## src/rtl/dmem_rom_arbiter.sv

```systemverilog
// dmem_rom_arbiter: round-robin ROM read arbiter with streamer burst lock (DMEM_ARB_BOUNDS_CHECK_EN adds range check + sticky err).
module dmem_rom_arbiter #(
  parameter int unsigned DEPTH     = 8100,
  parameter int unsigned MAX_BURST = 16
) (
  input  logic        clk,
  input  logic        reset,
  input  logic        req0,
  input  logic [31:0] addr0,
  output logic        gnt0,
  output logic        rvalid0,
  output logic [31:0] rdata0,
  input  logic        req1,
  input  logic [31:0] addr1,
  output logic        gnt1,
  output logic        rvalid1,
  output logic [31:0] rdata1,
  input  logic        lock1,
  output logic [31:0] rom_addr,
  input  logic [31:0] rom_rd
`ifdef DMEM_ARB_BOUNDS_CHECK_EN
  ,output logic       err
`endif
);
  localparam int CW = $clog2(MAX_BURST + 1);
  logic          last_q, last_d;
  logic [CW-1:0] cnt_q, cnt_d;
  logic [1:0]    pend_q, pend_d;
  logic [31:0]   rdata0_q, rdata0_d, rdata1_q, rdata1_d;
  logic [31:0]   sel_addr, rd_word;
  logic          oob;
`ifdef DMEM_ARB_BOUNDS_CHECK_EN
  logic          err_q, err_d;
  assign err = err_q;
`endif
  always_comb begin
    // port 1 wins when alone, when it is its turn, or while its burst lock holds
    gnt1     = !reset && req1 && (!req0 || !last_q || (lock1 && cnt_q < CW'(MAX_BURST)));
    gnt0     = !reset && req0 && !gnt1;
    sel_addr = gnt1 ? addr1 : gnt0 ? addr0 : '0;
`ifdef DMEM_ARB_BOUNDS_CHECK_EN
    oob      = (gnt0 || gnt1) && sel_addr >= 32'(DEPTH);
    err_d    = err_q || oob;
`else
    oob      = 1'b0;
`endif
    rom_addr = oob ? '0 : sel_addr;
    rd_word  = oob ? '0 : rom_rd;
    last_d   = gnt0 ? 1'b0 : gnt1 ? 1'b1 : last_q;
    cnt_d    = (gnt1 && lock1) ? (cnt_q == CW'(MAX_BURST) ? cnt_q : cnt_q + CW'(1)) : '0;
    pend_d   = {gnt1, gnt0};
    rdata0_d = gnt0 ? rd_word : rdata0_q;
    rdata1_d = gnt1 ? rd_word : rdata1_q;
  end
  always_ff @(posedge clk or posedge reset) begin
    if (reset) begin
      last_q   <= 1'b1;
      cnt_q    <= '0;
      pend_q   <= '0;
      rdata0_q <= '0;
      rdata1_q <= '0;
`ifdef DMEM_ARB_BOUNDS_CHECK_EN
      err_q    <= 1'b0;
`endif
    end else begin
      last_q   <= last_d;
      cnt_q    <= cnt_d;
      pend_q   <= pend_d;
      rdata0_q <= rdata0_d;
      rdata1_q <= rdata1_d;
`ifdef DMEM_ARB_BOUNDS_CHECK_EN
      err_q    <= err_d;
`endif
    end
  end
  assign rvalid0 = pend_q[0];
  assign rvalid1 = pend_q[1];
  assign rdata0  = rdata0_q;
  assign rdata1  = rdata1_q;
endmodule

```

## config.mk

```make
export PLATFORM = sky130hd
export DESIGN_NAME = dmem_rom_arbiter
export DESIGN_NICKNAME = d
export VERILOG_FILES = /design/src/rtl/dmem_rom_arbiter.sv
export SDC_FILE = /design/constraint.sdc
export NUM_CORES = 1
export LEC_CHECK = 0
export ABC_AREA = 1
export BUFFER_PORTS_ARGS = -buffer_cell sky130_fd_sc_hd__buf_2
export CAP_MARGIN = 5
export CORE_MARGIN = 1
export CORE_UTILIZATION = 47
export CTS_CLUSTER_SIZE = 28
export DETAILED_ROUTE_END_ITERATION = 10
export HOLD_SLACK_MARGIN = 0.12
export PLACE_DENSITY = 0.89
export REMOVE_ABC_BUFFERS = 1
export SETUP_SLACK_MARGIN = 0.4
export SLEW_MARGIN = 20
export SYNTH_ARGS = -nofsm -noshare
export SYNTH_HDL_FRONTEND = slang
export SYNTH_SLANG_ARGS = --single-unit
```

## constraint.sdc

```tcl
create_clock -name clk -period 4.03 [get_ports clk]
set_clock_uncertainty 0.05 [all_clocks]
set_input_delay 0.403 -clock clk [delete_from_list [all_inputs] [get_ports clk]]
set_output_delay 0.403 -clock clk [all_outputs]
set_load 0.01 [all_outputs]
```

Word-level counts from Yosys, hierarchy flattened --
Cells that the tools add are included. W data, S select, Z words.
Operators by class: multiplexer cells 6, eq/ne operators 2, div/mod/pow operators 0, shifts and indexed selects 0, multipliers 0, magnitude comparators 1, bitwise operators 0, reduce and logical (&&, ||, !) cells 13, $add $sub $neg 1
Operators with widths (number):
- $mux W32 | 2
- $mux W5 | 2
- $logic_and A1 B1 Y1 | 6
- $add A5 B1 Y5 const B | 1
- $eq A5 B5 Y1 const B | 1
- $lt A5 B5 Y1 const B | 1
- $logic_not A1 Y1 | 4
- $logic_or A1 B1 Y1 | 2
- $mux W1 | 2
- $ne A2 B2 Y1 const B | 1
- $reduce_bool A2 Y1 | 1
Word-level totals: bits in latches 0, memories 0, bits in writable memories 0, output and inout bits 100, register bits after elaboration 72, ROM bits 0, input port bits 101

Depth between registers and ports, before layout --
depth in word-level cells 8, mapped depth 9, mapped depth without buffers 7

Worst setup path after synthesis --
Ideal clock, no wire load.
kind register to output, from register last_q, to output port rom_addr[14], data arrival time 1.186 ns, stages on the path, launching flop included 10, slack 2.391 ns, cells stage by stage dfstp_2 -> nand2_1 -> inv_1 -> nand2_1 -> nand2_4 -> inv_2 -> buf_6 -> buf_6 -> nand2_1 -> nand2_1
Between the ends: cells in the longest elaborated chain, start to end 8
RTL lines:
- start, declared | line 26 | logic last_q, last_d;
- start signal, assigned | line 66 | last_q <= last_d;
- $logic_not A1 Y1 * | line 38 | gnt1 = !reset && req1 && (!req0 || !last_q || (lock1 && cnt_q < CW'(MAX_BURST)));
- $logic_or A1 B1 Y1 * (2 in a row) | line 38
- $logic_and A1 B1 Y1 * | line 38
- $logic_not A1 Y1 | line 39 | gnt0 = !reset && req0 && !gnt1;
- $logic_and A1 B1 Y1 | line 39
- $mux W32 | line 40 | sel_addr = gnt1 ? addr1 : gnt0 ? addr0 : '0;
- $mux W32 * | line 40
- end, declared | line 19 | output logic [31:0] rom_addr,
Mark *: on every way between the ends. The rest lies on a longest branch, timed or not.

Worst setup path in the final report --
from register last_q, to output port rom_addr[13]
The elaborated chain is that of the path after synthesis.

==> metrics.txt <==
WHS 0.147 ns; Reg area 1800 um2; routed wire length between 9 and 10 mm; total power 1.87 mW; Synth async-reset ratio 1.00; ANT nets after route 0; post-synthesis mux area share 0; compound-gate portion of the synthesized area 0.00298; clock tree root buffer cell clkbuf_8; num rows 30; Clock Sinks 72; Reg clk slew, reported paths 0.08 ns; routed wire length per instance 13.1 um; Die Wd 86.5 um; Synth Area in Simple Gates 0.380; Mapped Cells 430; Netlist cell types 19; total core area 6830 um2; Die Span Y 86.5 um; Setup crit end kind primary output; post-synthesis register bit count 72; TritonCTS clock tree done; CP Class register to primary output; CTS resizes 0; Worst EP arrival 2.33 ns; switching fraction of total power 0.305; Mapped Area ~3400 um2; top cell type's share of synthesized area 0.530; Max-Slew Margin vs Limit 0.376; CP Max Fanout 98; flop-to-flop setup slack 1.72 ns; pin count of the biggest net entering global routing 99; top-count cell post-synth nand2_1; Initial Utilization 0.491; yosys synthesis warning count 0; Via density approximately 5.0; DRC violations left 0; EDFF count, synth 0; Antenna Cells 0; Synth Area in XOR/XNOR 0.00522; register area share after synthesis 0.537; die area roughly 7500 um2; Post-CTS Setup Bufs 0; Max-Cap Viols 0; Reg power frac 0.470; most common flop cell mapped by yosys dfrtp_1; synth top area cells dfrtp_1, nand2_1, nand3_1; GRT Total Usage 0.253; Combinational Power Share 0.236; RR Endpoint rdata0[26]$_DFFE_PP0N_; GRT overflow 0; first-pass GRT wire length around 15 mm; largest family of logic cells by synthesized area simple AND/OR/NAND/NOR gates; P per Cell Area 413 nW/um2; cell taking the most area after synthesis dfrtp_1; number of global-route vias before repair between 3000 and 4000; Req. time, crit path 3.58 ns; # nets final 723; via count between 3000 and 4000; fill count slightly below 600; Area growth syn-to-layout 35.2%; multi-input logic area 1340 um2; Worst Tran Pin Value 0.934 ns; worst ir drop on vdd approximately 170 uV; final setup fails 0; CTS H-Tree Depth 3; crit path launch type register; Num CTS Buffers 9; unrepaired setup endpoints after global routing false; LEAKAGE 2.80 nW; min Tclk post-route 2.78 ns; first-iteration detailed-routing DRC count 242; Post-Synth Adder-Cell Area 0.00746; initial antenna violation count 0; worst r2r path cells 9; Clock Latency Late Sink 0.33 ns; Max Slew Vio Count 0; Sw Pwr 0.571 mW; Ports 201; top cells by count, synth nand2_1, dfrtp_1, nand3_1, buf_2, inv_1; mean post-synth cell area just under 8 um2; layout cells sized above 1 0.362; Final Hold Fails 0; fmax 359 MHz; Tcrit/Tclk final 0.691; hold_buf cts 0; reg2reg start last_q$_DFFE_PP1P_; Internal 1.30 mW; clk buf depth 2; status complete, no violations; Port Buffers 200; RePlAce Congestion 0.892; DP HPWL 6.87 mm; clock network fraction of design power 0.295; Min-Delay Path Class input port to asynchronous set/reset pin; DRT Pass-1 Iters 5
-- area by class of cell --
class,count,area share
sequential,72,0.397
multi-input combinational,319,0.295
timing repair buffer,206,0.231
clock buffer,11,0.0312
tap,96,0.0265
clock inverter,4,0.00993
inverter,12,0.00993
-- worst max-delay path by stage --
stage,start,to,depth (start not counted)
after floorplan,req0,gnt0,4
after global placement,reset,rom_addr[6],8
after detailed placement,reset,rom_addr[11],8
after CTS,last_q$_DFFE_PP1P_,rom_addr[13],8
after global routing,last_q$_DFFE_PP1P_,rom_addr[28],8
final,last_q$_DFFE_PP1P_,rom_addr[13],8
-- power groups by stage --
stage               clock, mW  combinational [mW]  sequential, mW
floorplan                   0               0.162           0.939
global placement            0               0.431           0.888
detailed placement          0               0.445           0.891
CTS                     0.559               0.446           0.879
global route            0.590               0.488           0.891
finish                  0.551               0.442           0.879
-- metrics by stage --
stage                     setup slack (ns)  TNS, ns  area (um2)   util  instances
after global placement                1.61        0        4350  0.637        705
after CTS                             1.27        0        4540  0.664        720
final                                 1.25        0        4540  0.664        720
after floorplan                     -0.363    -1.05        3180      -        403
after global routing                  1.05        0        4540  0.664        720
after detailed placement              1.54        0        4350  0.637        705
-- sequential cells by signal, indices dropped and copies added (netlist names) --
name,cells
cnt_q,5
last_q,1
pend_q,2
rdata0,32
rdata1,32
-- kinds of logic (layout without fill, tap and decap cells) --
logic type	count (synthesis)	count (layout)
buffers and inverters	39	233
XOR/XNOR	2	2
adder cells (fa/ha/maj)	2	2
AO/OA/AOI/OAI	2	2
flip-flops	72	72
AND/OR/NAND/NOR	313	313
-- critical path, stage by stage (launching register included) --
cell,delay (ns)
dfstp_2,0.53
nand2_1,0.06
inv_1,0.06
nand2_1,0.10
nand2_4,0.08
buf_4,0.67
nand3_1,0.21
nand2_1,0.10
buf_2,0.13
-- placed cells by master (no fill, tap or decap), types with 2 or more instances in the layout --
master / count
ha_1: 2
nand3_1: 68
buf_4: 6
nand2_1: 233
buf_2: 200
inv_1: 9
nor3_1: 3
nor2_1: 5
clkinv_2: 3
clkbuf_8: 10
nand4_1: 2
inv_2: 3
dfrtp_1: 71
-- routing by layer --
metal | part of all wire | track usage | vias up
met1 | 0.39 | 0.315 | 1648
li1 | - | - | 1721
met5 | 0 | 0 | -
met2 | 0.52 | 0.434 | 175
met3 | 0.061 | 0.0467 | 25
met4 | 0.029 | 0.105 | 0
Note: power is estimated with default switching activity, not from simulation.
